## config.mk

```make
export PLATFORM = sky130hd
export DESIGN_NAME = sha_state_bank
export DESIGN_NICKNAME = d
export VERILOG_FILES = /design/src/rtl/sha_state_bank.sv
export SDC_FILE = /design/constraint.sdc
export NUM_CORES = 1
export LEC_CHECK = 0
export CAP_MARGIN = 10
export CORE_AREA = 3 3 226 228
export CTS_CLUSTER_SIZE = 20
export DETAILED_ROUTE_END_ITERATION = 16
export DIE_AREA = 0 0 229 231
export PLACE_DENSITY_LB_ADDON = 0.25
export SETUP_SLACK_MARGIN = 0.1
export SYNTH_ARGS = -nofsm -noshare
export SYNTH_HDL_FRONTEND = slang
export SYNTH_SLANG_ARGS = --single-unit
```

## constraint.sdc

```tcl
create_clock -name clk -period 2.9 [get_ports clk]
set_input_delay 0.29 -clock clk [delete_from_list [all_inputs] [get_ports clk]]
set_output_delay 0.29 -clock clk [all_outputs]
set_load 0.005 [all_outputs]
```

## src/rtl/sha_state_bank.sv

```systemverilog
// sha_state_bank: working-state register bank for the SHA-256 core.
// Holds NUM_WORDS words and supports these commands:
//   - single-word WRITE
//   - parallel LOAD
//   - modular ACCUM (final hash add)
//   - handshaked serial DUMP of all words
// Optional feature macro: STATE_BANK_ACCUM_EN.
//   Defined:   ACCUM adds in_state_i into the bank, word by word.
//   Undefined: no adders are built and cmd 3 acts as HOLD.
module sha_state_bank #(
   parameter int WORD_W    = 32,
   parameter int NUM_WORDS = 8,
   parameter int ADDR_W    = 4
) (
   input  logic                          clk,
   input  logic                          rst_n,
   input  logic [2:0]                    cmd_i,
   input  logic                          cmd_valid_i,
   output logic                          cmd_ready_o,
   input  logic [ADDR_W-1:0]             addr_i,
   input  logic [WORD_W-1:0]             in_var_i,
   input  logic [NUM_WORDS*WORD_W-1:0]   in_state_i,
   output logic [NUM_WORDS*WORD_W-1:0]   out_state_o,
   output logic                          addr_err_o,
   output logic [WORD_W-1:0]             dump_data_o,
   output logic                          dump_valid_o,
   input  logic                          dump_ready_i,
   output logic                          dump_last_o
);

   localparam logic [2:0] CMD_WRITE = 3'd1;
   localparam logic [2:0] CMD_LOAD  = 3'd2;
   localparam logic [2:0] CMD_ACCUM = 3'd3;
   localparam logic [2:0] CMD_DUMP  = 3'd4;

   typedef enum logic {S_IDLE, S_DUMP} state_t;

   state_t                             state_q, state_d;
   logic [NUM_WORDS-1:0][WORD_W-1:0]   words_q, words_d;
   logic [ADDR_W-1:0]                  idx_q, idx_d;
   logic [WORD_W-1:0]                  dump_data_q, dump_data_d;
   logic                               addr_err_q, addr_err_d;
   logic                               addr_ok;
   logic                               idx_last;

   assign addr_ok  = (32'(addr_i) < 32'(NUM_WORDS));
   assign idx_last = (idx_q == ADDR_W'(NUM_WORDS - 1));

   // Packed word array already matches the word-i-at-[i*WORD_W] layout.
   assign out_state_o = words_q;
   assign addr_err_o  = addr_err_q;
   assign dump_data_o = dump_data_q;
   assign dump_last_o = (state_q == S_DUMP) && idx_last;

   // State register: everything returns to zero/IDLE on reset, even mid-dump.
   always_ff @(posedge clk or negedge rst_n) begin
      if (!rst_n) begin
         state_q     <= S_IDLE;
         words_q     <= '0;
         idx_q       <= '0;
         dump_data_q <= '0;
         addr_err_q  <= 1'b0;
      end else begin
         state_q     <= state_d;
         words_q     <= words_d;
         idx_q       <= idx_d;
         dump_data_q <= dump_data_d;
         addr_err_q  <= addr_err_d;
      end
   end

   // Next state: commands are decoded only in IDLE. DUMP freezes the bank and
   // walks idx. dump_data is loaded one cycle ahead so it is stable while stalled.
   always_comb begin
      state_d      = state_q;
      words_d      = words_q;
      idx_d        = idx_q;
      dump_data_d  = dump_data_q;
      addr_err_d   = 1'b0;
      cmd_ready_o  = 1'b0;
      dump_valid_o = 1'b0;
      case (state_q)
         S_IDLE: begin
            cmd_ready_o = 1'b1;
            if (cmd_valid_i) begin
               case (cmd_i)
                  CMD_WRITE: begin
                     if (addr_ok) begin
                        for (int i = 0; i < NUM_WORDS; i++)
                           if (ADDR_W'(i) == addr_i) words_d[i] = in_var_i;
                     end else begin
                        addr_err_d = 1'b1;
                     end
                  end
                  CMD_LOAD: begin
                     for (int i = 0; i < NUM_WORDS; i++)
                        words_d[i] = in_state_i[i*WORD_W +: WORD_W];
                  end
`ifdef STATE_BANK_ACCUM_EN
                  CMD_ACCUM: begin
                     // Per-word add. The carry out of each word is dropped.
                     for (int i = 0; i < NUM_WORDS; i++)
                        words_d[i] = words_q[i] + in_state_i[i*WORD_W +: WORD_W];
                  end
`endif
                  CMD_DUMP: begin
                     state_d     = S_DUMP;
                     idx_d       = '0;
                     dump_data_d = words_q[0];
                  end
                  default: ;  // HOLD, reserved codes, and ACCUM when disabled
               endcase
            end
         end
         S_DUMP: begin
            dump_valid_o = 1'b1;
            if (dump_ready_i) begin
               if (idx_last) begin
                  state_d     = S_IDLE;
                  idx_d       = '0;
                  dump_data_d = '0;
               end else begin
                  idx_d = idx_q + ADDR_W'(1);
                  for (int i = 0; i < NUM_WORDS; i++)
                     if (ADDR_W'(i) == idx_q + ADDR_W'(1)) dump_data_d = words_q[i];
               end
            end
         end
         default: state_d = S_IDLE;
      endcase
   end

endmodule
```

==> impl_metrics.csv, run 1 <==
group,metric,value,unit
synth,ys_types,49,
setup_path,cp_cell_sequence,"inv_1 -> ha_4 -> buf_4 -> a21oi_1 -> a2bb2oi_1 -> o21ai_0 -> a31oi_1 -> o22a_1",
cells_and_area,regArea,7357,sq um
power,power_switching_share,0.4008,
sta,fin_skew,0.01703,ns
detailed_routing,vias,17200,
sta,finalCritPeriodShare,0.8950,
setup_path,cp_slowest_cell,"a2bb2oi_1",
detailed_routing,drt_iter0_drc,1652,
cells_and_area,layout-drive-gt1-share,0.08433,
global_routing,grt_pass1_wl,111000,microns
sta,setup_viol,0,
setup_path,arrival,3.09,ns
setup_path,cp_num_buf_inv,2,
synth,netlist_area,15460,sq um
synth,synth_ff_type,"dfrtp_1",
die,dieArea,52900,sq um
place,place_congestion,0.8908,
job,cap_violations,0,
clock_tree,cts.clk_slew.worst_paths,0.06,ns
detailed_routing,drcViolationCount,0,
cells_and_area,final_nets,2628,
die,core-area,49050,sq um
die,dieHeight,231,microns
global_routing,grt_max_degree,97,
synth,postSynth.asyncResetShare,1.000,
synth,ys_ff_latch,294,
place,postPlaceCellArea,22450,sq um
setup_path,required,3.39,ns
clock_tree,cts_tree,"built",
detailed_routing,detail_route.wl_per_cell,25.00,microns
die,initial_core_util,0.3153,
sta,rsz0062_at_grt,"false",
synth,ys_seq_area_frac,0.4757,
power,p_per_area,1047,nW/um^2
clock_tree,clock_path_buffers,3,
cells_and_area,syn2layout_area_growth,53.03,%
outcome,status,"finished, final reports clean",
global_routing,grt_remaining_overflow,0,
clock_tree,cts_root_buffer,"clkbuf_16",
cells_and_area,fillers,4693,
setup_path,cpLargestDelayFamily,"compound AO/OA/AOI/OAI gates",
power,comb_power_share,0.502,
sta,slew_headroom,0.2742,
synth,synthCells,1816,
clock_tree,clock_sinks,294,
setup_path,worst_path_largest_cell_delay,0.54,ns
power,seqPwrFrac,0.312,
detailed_routing,wl,75340,microns
power,p_int,14.84,mW
setup_path,setup.worst_path.end_class,"flop",
clock_tree,cts_setup_buffers,0,
power,pwr-share-clk,0.186,
die,die_w,229,microns
die,io_pins,591,
sta,slew_violations,0,
sta,fin_setup_tns,0,ns
die,num_rows,81,
cells_and_area,final_util,0.4825,
sta,period_needed,2.596,ns
global_routing,antenna_found_initial,2,
synth,syn-num-nets,2119,
setup_path,cp_max_fo,27,
power,power.leakage,9.334,nW
setup_path,r2r_start,"idx_q[1]",
sta,clock.fmax,0.3853,GHz
global_routing,grt_pass1_vias,17250,
place,portBuffers,590,
sta,finalHoldViolations,0,
cells_and_area,post-route-cell-area,23670,sq um
global_routing,grt_usage,0.2733,
clock_tree,h-tree-depth,2,
power,switchingPower,9.931,mW
detailed_routing,first_pass_iters,6,
synth,yosysWarnings,0,
synth,synth-edff-count,0,
worst_hold_path,holdCritPathClass,"in -> async",
clock_tree,clk_latency,0.55,ns
place,hpwl,54680,microns
sta,hold_ws,0.2440,ns
synth,avgSynthCellArea,8.516,sq um
cells_and_area,multi_input_comb_area,7476,sq um
sta,worst_pin_slew,1.089,ns
power,peakVddDrop,619.5,uV
detailed_routing,via_per_inst,5.707,
setup_path,startpoint_type,"flop",
setup_path,crit_type,"reg -> reg",
setup_path,crit_start,"idx_q[1]",
detailed_routing,drtAntennaViolNets,0,
clock_tree,cts_buffers,37,
per-stage QoR:
step / cells / worst slack, ns / power [mW]
floorplan: 1816 / 0.7459 / 12.64
global placement: 2948 / 0.3496 / 19.76
detailed placement: 2948 / 0.2467 / 20.02
CTS: 3011 / 0.1996 / 24.71
global route: 3014 / 0.1285 / 26.10
finish: 3014 / 0.3045 / 24.77
layout make-up:
class                   instances  area share
diodes                          2   0.0002115
repair buffers                668      0.2862
inverters                       8    0.001375
clock inverters                12    0.006186
flip-flops and latches        294      0.3109
well taps                     664     0.03510
multi-input cells            1316      0.3159
clock buffers                  50     0.04414
synth_stat cells, types with 2 or more instances:
cell,count,area [sq um]
a211oi_1,31,232.7
a21oi_1,289,1446
a2bb2oi_1,31,271.5
a31o_2,2,17.52
a31oi_1,33,206.5
a32o_1,2,20.02
and3_1,2,12.51
buf_1,37,138.9
buf_2,35,175.2
clkbuf_1,126,473.0
dfrtp_1,294,7357
ha_1,4,50.05
inv_1,6,22.52
inv_2,2,7.510
nand2_1,324,1216
nand2b_1,6,37.54
nand3_1,4,20.02
nand3b_1,33,247.7
nor2_1,8,30.03
nor2b_1,33,206.5
nor3_1,6,30.03
nor4_1,2,12.51
o21ai_0,115,575.6
o21ai_1,208,1041
o21ai_2,8,70.07
o221a_2,31,349.1
o221ai_1,32,280.3
o22a_1,31,271.5
o22ai_1,31,193.9
o311ai_0,31,271.5
flip-flops by register name (all words and copies together), names as in the netlist:
| signal | cells |
|---|---|
| out_state_o | 256 |
| addr_err_o | 1 |
| dump_data_o | 32 |
| idx_q | 4 |
| state_q | 1 |
cells in the final DEF, fill, tap and decap left out, types with 7 or more instances in the layout:
master / Yosys / routed
a2bb2oi_1: 31 / 31
buf_12: 0 / 22
o21ai_1: 208 / 208
nand3b_1: 33 / 33
a31oi_1: 33 / 32
clkdlybuf4s50_1: 0 / 589
nand2_1: 324 / 323
o22ai_1: 31 / 31
buf_4: 0 / 55
a211oi_1: 31 / 31
o21ai_4: 0 / 8
o221ai_1: 32 / 32
a21oi_1: 289 / 289
dfrtp_1: 294 / 294
o221a_2: 31 / 31
o311ai_0: 31 / 31
o21ai_0: 115 / 115
o22a_1: 31 / 31
clkbuf_16: 0 / 37
clkbuf_8: 0 / 7
nor2b_1: 33 / 33
worst reg2reg max path, delay by kind of cell (launching register included):
family / cells / cell delay (ns)
compound gates: 5 / 1.13
fa+ha+maj: 1 / 0.44
buf+inv: 2 / 0.49
flops: 1 / 0.47
cells by family (layout without fill, tap and decap cells):
kind of cell               Yosys count  count (layout)  share of synthesized area
AOI/OAI and AO/OA                  886             886                     0.3468
DFF                                294             294                     0.4757
other                                0               2                          0
and+or+nand+nor                    425             426                     0.1210
adders and majority gates            4               4                   0.003236
buffers and inverters              207             738                    0.05315
power by group through the flow:
stage | Combinational, mW | Clock [mW] | Sequential (mW)
floorplan | 5.37 | 0 | 7.27
global placement | 12.1 | 0 | 7.69
detailed placement | 12.3 | 0 | 7.74
CTS | 12.3 | 4.68 | 7.70
global route | 13.3 | 4.84 | 7.94
finish | 12.4 | 4.60 | 7.73
final timing paths:
path / end / slack [ns] / cells after the start
worst min-delay path: out_state_o[128] / 0.24 / 2
worst max-delay path: dump_data_o[2] / 0.30 / 8
min in group clk: out_state_o[233] / 0.35 / 3
worst max register to register: dump_data_o[2] / 0.30 / 8
max in group asynchronous: out_state_o[239] / 1.83 / 3
worst min register to register: dump_data_o[8] / 0.51 / 1
routing by layer:
layer / GRT usage / routed length (microns)
met1: 0.3452 / 29840
met2: 0.4642 / 36460
met3: 0.05442 / 6614
met4: 0.1010 / 2419
met5: 0 / 0
repair_timing:
action,in CTS,in global routing
resized for setup,0,1
hold buffers,1,0
setup endpoints to repair,0,22
endpoints found under the hold margin,45,0
(Power assumes the default switching activity.)
==> run 2: changes to the inputs <==
==> constraint.sdc (replaced) <==
create_clock -name clk -period 2.9 [get_ports clk]
set_input_delay 0.435 -clock clk [delete_from_list [all_inputs] [get_ports clk]]
set_output_delay 0.435 -clock clk [all_outputs]
set_load 0.005 [all_outputs]
==> run 2 against run 1 <==
Compared with the run above: clock power is 7.0% lower; register-to-register slack barely moved; combinational power is essentially flat; die area stayed put; final area rose by 0.22%; core utilization up 0.10 points; cell count up 0.27%; total power is 1.1% lower; largest cell class unchanged; largest power group unchanged.
==> impl_metrics.csv, run 2 (same netlist as run 1, synthesis figures left out) <==
group,metric,value,unit
global_routing,grt_remaining_overflow,0,
detailed_routing,drtAntennaViolNets,0,
global_routing,antenna_found_initial,6,
setup_path,cp_max_fo,10,
setup_path,reg2reg_depth,8,
die,dieArea,52900,sq um
die,initial_core_util,0.3153,
die,io_pins,591,
sta,slew_violations,0,
sta,fin_skew,0.01522,ns
sta,hold_ws,0.5028,ns
setup_path,cp_cell_sequence,"ha_4 -> nand3b_1 -> nor2_1 -> clkdlybuf4s50_1",
worst_hold_path,holdCritPathClass,"in -> async",
die,dieHeight,231,microns
power,p_per_area,1033,nW/um^2
detailed_routing,detail_route.wl_per_cell,24.85,microns
power,p_int,14.68,mW
setup_path,worst_path_largest_cell_delay,0.55,ns
clock_tree,cts.clk_slew.worst_paths,0.06,ns
cells_and_area,syn2layout_area_growth,53.37,%
detailed_routing,drt_iter0_drc,1701,
power,switchingPower,9.820,mW
detailed_routing,drcViolationCount,0,
sta,finalCritPeriodShare,0.9148,
setup_path,cp_slowest_cell,"dfrtp_1",
clock_tree,clk_latency,0.54,ns
die,num_rows,81,
clock_tree,cts_root_buffer,"clkbuf_16",
power,pwr-share-clk,0.175,
power,seqPwrFrac,0.316,
cells_and_area,fillers,4687,
global_routing,grt_pass1_vias,17060,
global_routing,grt_usage,0.2731,
power,comb_power_share,0.509,
detailed_routing,vias,17060,
setup_path,setup.worst_path.end_class,"output pin",
detailed_routing,first_pass_iters,5,
cells_and_area,final_common_cell,"clkdlybuf4s50_1",
sta,rsz0062_at_grt,"false",
power,peakVddDrop,515.3,uV
sta,finalHoldViolations,0,
outcome,status,"finished, final reports clean",
place,placed_cells,2960,
die,die_w,229,microns
sta,period_needed,2.653,ns
clock_tree,cts_tree,"built",
sta,worst_pin_slew,1.032,ns
cells_and_area,final_cell_mix,"clkdlybuf4s50_1 (589), nand2_1 (323), dfrtp_1 (294)",
clock_tree,cts_setup_buffers,0,
place,place_congestion,0.8830,
setup_path,arrival,2.22,ns
power,power_switching_share,0.4008,
setup_path,crit_type,"reg -> out",
setup_path,required,2.47,ns
clock_tree,h-tree-depth,2,
sta,setup_viol,0,
cells_and_area,final_util,0.4835,
clock_tree,cts_buffers,36,
sta,fin_setup_tns,0,ns
power,power.leakage,9.351,nW
detailed_routing,via_per_inst,5.647,
place,portBuffers,590,
die,core-area,49050,sq um
detailed_routing,wl,75100,microns
job,cap_violations,0,
place,hpwl,54620,microns
setup_path,startpoint_type,"flop",
global_routing,grt_max_degree,70,
global_routing,grt_pass1_wl,110500,microns
cells_and_area,layout-drive-gt1-share,0.08577,
cells_and_area,fin_cells,3022,
clock_tree,clock_path_buffers,3,
clock_tree,clock_sinks,294,
cells_and_area,final_nets,2638,
sta,clock.fmax,0.3769,GHz
sta,slew_headroom,0.3102,
cells_and_area,largest_reg_flops,256,
[run 2: repair_timing]
action                                  CTS  global route
hold buffers                              1             0
endpoints found under the hold margin    64             0
resized for setup                         0             2
endpoints found under the setup margin    0             2
[run 2: final cells by class]
cell class	count	area, sq um	area share
Multi-Input combinational cell	1315	7478	0.3153
Sequential cell	294	7357	0.3102
Timing Repair Buffer	680	6927	0.2920
Clock buffer	51	1007	0.04247
Tap cell	664	830.8	0.03503
Clock inverter	7	77.57	0.003271
Inverter	8	32.53	0.001372
Antenna cell	3	7.507	0.0003165
[run 2: power groups by stage]
stage                     combinational [mW]  sequential (mW)  clock [mW]
after global placement                  12.2             7.70           0
after detailed placement                12.3             7.73           0
after CTS                               12.4             7.69        4.36
after global routing                    13.4             7.94        4.52
final                                   12.5             7.73        4.28
after floorplan                         5.37             7.27           0
[run 2: path summary, 6_finish.rpt]
| path | from | slack [ns] | endpoint |
|---|---|---|---|
| min reg2reg | out_state_o[183] | 0.51 | out_state_o[183] |
| max in group asynchronous | rst_n | 1.42 | out_state_o[19] |
| max reg2reg | idx_q[0] | 0.31 | dump_data_o[28] |
| max | idx_q[0] | 0.25 | dump_last_o |
| min | rst_n | 0.50 | out_state_o[130] |
| min in group clk | out_state_o[183] | 0.51 | out_state_o[183] |
[run 2: critical path: cells and delay by family (launching register included)]
| family | cells | cell delay (ns) |
|---|---|---|
| DFF | 1 | 0.55 |
| buffers and inverters | 1 | 0.54 |
| and+or+nand+nor | 2 | 0.30 |
| adders and majority gates | 1 | 0.28 |
[run 2: metal layers]
| layer | vias up | part of all wire | wire [microns] | track usage |
|---|---|---|---|---|
| met5 | - | 0.00017 | 13 | 0 |
| met4 | 2 | 0.036 | 2717 | 0.1080 |
| met3 | 168 | 0.091 | 6805 | 0.06528 |
| met2 | 947 | 0.47 | 35630 | 0.4525 |
| met1 | 8256 | 0.40 | 29930 | 0.3446 |
| li1 | 7691 | - | - | - |
[run 2: through the flow]
stage	power, mW	area, sq um	setup WS, ns
6_report	24.50	23720	0.2471
5_1_grt	25.82	23720	0.1324
4_1_cts	24.42	23690	0.1073
3_5_place_dp	20.05	22600	0.2124
3_3_place_gp	19.85	22600	0.2648
2_1_floorplan	12.64	15460	0.7043
==> run 3: changes to the inputs <==
- CORE_AREA: 3 3 226 228 -> 3 3 230 232
- CTS_BUF_LIST: default -> sky130_fd_sc_hd__clkbuf_2 sky130_fd_sc_hd__clkbuf_4 sky130_fd_sc_hd__clkbuf_8
- DIE_AREA: 0 0 229 231 -> 0 0 233 235
==> run 3 against run 2 <==
Compared with the run above: total power is 1.0% higher; worst hold slack worse by 0.14 ns; final area is 0.89% higher; worst setup slack better by 0.012 ns; global-route usage is 0.59 points lower; critical path type unchanged; largest cell class unchanged; largest power group unchanged.
==> impl_metrics.csv, run 3 (same netlist as run 1, synthesis figures left out) <==
group,metric,value,unit
outcome,status,"finished, final reports clean",
detailed_routing,detail_route.wl_per_cell,24.54,microns
global_routing,grt_max_degree,76,
sta,rsz0062_at_grt,"false",
sta,hold_ws,0.3640,ns
setup_path,cp.depth,4,
sta,clock.fmax,0.3787,GHz
place,portBuffers,590,
detailed_routing,drtAntennaViolNets,0,
setup_path,arrival,2.21,ns
sta,worst_pin_slew,1.066,ns
setup_path,reg2reg_depth,8,
detailed_routing,wl,75680,microns
die,initial_core_util,0.3021,
detailed_routing,drt_iter0_drc,1379,
clock_tree,cts.clk_slew.worst_paths,0.06,ns
setup_path,cp_cell_sequence,"ha_4 -> nand3b_1 -> nor2_1 -> clkdlybuf4s50_1",
die,dieHeight,235,microns
setup_path,cp_slowest_cell,"clkdlybuf4s50_1",
setup_path,setup.worst_path.end_class,"output pin",
sta,fin_skew,0.01546,ns
cells_and_area,final_common_cell,"clkdlybuf4s50_1",
setup_path,r2r_end,"dump_data_o[3]",
place,hpwl,55760,microns
global_routing,antenna_found_initial,8,
sta,finalHoldViolations,0,
die,io_pins,591,
clock_tree,cts_buffers,55,
job,cap_violations,0,
cells_and_area,fillers,4909,
setup_path,crit_path_end,"dump_last_o",
setup_path,cp_max_fo,12,
sta,setup_viol,0,
setup_path,startpoint_type,"flop",
global_routing,grt_pass1_vias,16940,
detailed_routing,drcViolationCount,0,
detailed_routing,first_pass_iters,8,
detailed_routing,via_per_inst,5.567,
sta,fin_setup_tns,0,ns
global_routing,grt_usage,0.2671,
sta,slew_headroom,0.2872,
power,p_per_area,1034,nW/um^2
die,dieArea,54760,sq um
power,power.leakage,9.483,nW
sta,slew_violations,0,
die,die_w,233,microns
global_routing,grt_remaining_overflow,0,
global_routing,grt_pass1_wl,111500,microns
sta,period_needed,2.641,ns
die,core-area,51200,sq um
setup_path,r2r_slack,0.41,ns
cells_and_area,syn2layout_area_growth,54.72,%
setup_path,cp_num_buf_inv,1,
cells_and_area,largest_reg_flops,256,
setup_path,crit_type,"reg -> out",
worst_hold_path,holdCritPathClass,"in -> async",
cells_and_area,layout-drive-gt1-share,0.1060,
clock_tree,clk_latency,0.64,ns
clock_tree,clock_path_buffers,3,
clock_tree,cts_tree,"built",
clock_tree,cts_setup_buffers,0,
setup_path,r2r_start,"idx_q[0]",
power,peakVddDrop,485.5,uV
sta,finalCritPeriodShare,0.9106,
cells_and_area,fin_cells,3084,
setup_path,crit_start,"idx_q[0]",
clock_tree,clock_sinks,294,
setup_path,cpLargestDelayFamily,"buffers and inverters",
clock_tree,h-tree-depth,2,
detailed_routing,vias,17170,
place,placed_cells,2976,
clock_tree,cts_root_buffer,"clkbuf_8",
place,place_congestion,0.8448,
die,num_rows,83,
cells_and_area,final_cell_mix,"clkdlybuf4s50_1 (589), nand2_1 (323), dfrtp_1 (292)",
cells_and_area,final_nets,2657,
setup_path,required,2.47,ns
setup_path,worst_path_largest_cell_delay,0.57,ns
[run 3: cell types whose count changed in the layout (fill, tap and decap cells not counted), moves of 2 or more]
cell and change:
dfrtp_1 -2, buf_12 +2, clkbuf_16 -36, buf_4 -2, diode_2 +5, clkbuf_8 +67
bufinv_16 +2, clkbuf_4 +11, dfrtp_2 +2, clkinv_2 +6, clkbuf_1 -10
[run 3: cell type report]
cell class,count,area [sq um],share of cell area
timing repair buffer,680,6952,0.2905
inverter,8,32.53,0.001360
antenna,8,20.02,0.0008366
multi-input combinational,1315,7472,0.3123
sequential,294,7360,0.3076
clock buffer,83,1074,0.04487
clock inverter,16,167.7,0.007007
tap,680,850.8,0.03556
[run 3: how the worst min path moves through the flow]
stage / depth (start not counted) / endpoint / slack [ns] / startpoint
2_1_floorplan: 0 / addr_err_o / 0.14 / rst_n
3_3_place_gp: 1 / out_state_o[161] / 0.44 / rst_n
3_5_place_dp: 1 / out_state_o[161] / 0.45 / rst_n
4_1_cts: 2 / out_state_o[158] / 0.35 / rst_n
5_1_grt: 2 / out_state_o[161] / 0.37 / rst_n
6_report: 2 / out_state_o[196] / 0.36 / rst_n
[run 3: power breakdown]
part / internal (mW) / total [mW] / switching [mW]
combinational: 6.37 / 12.4 / 6.06
clock: 2.63 / 4.54 / 1.91
sequential: 5.83 / 7.79 / 1.96
[run 3: metal layers]
layer	wire length [microns]	track usage
met3	6601	0.05723
met1	30300	0.3419
met2	36100	0.4422
met5	0	0
met4	2673	0.09892
[run 3: timing repair]
| action | CTS | global route |
|---|---|---|
| endpoints found under the hold margin | 52 | 0 |
| setup endpoints to repair | 1 | 1 |
| hold buffers | 1 | 0 |
| gates resized for setup | 1 | 2 |
[run 3: through the flow]
step	total power, mW	cell area (sq um)	util	setup slack, ns
after CTS	24.74	23910	0.4669	0.1230
after global routing	26.05	23920	0.4673	0.1493
after floorplan	12.64	15460	-	0.7043
after global placement	19.87	22640	0.4423	0.2184
final	24.75	23930	0.4674	0.2594
after detailed placement	20.10	22640	0.4423	0.1346
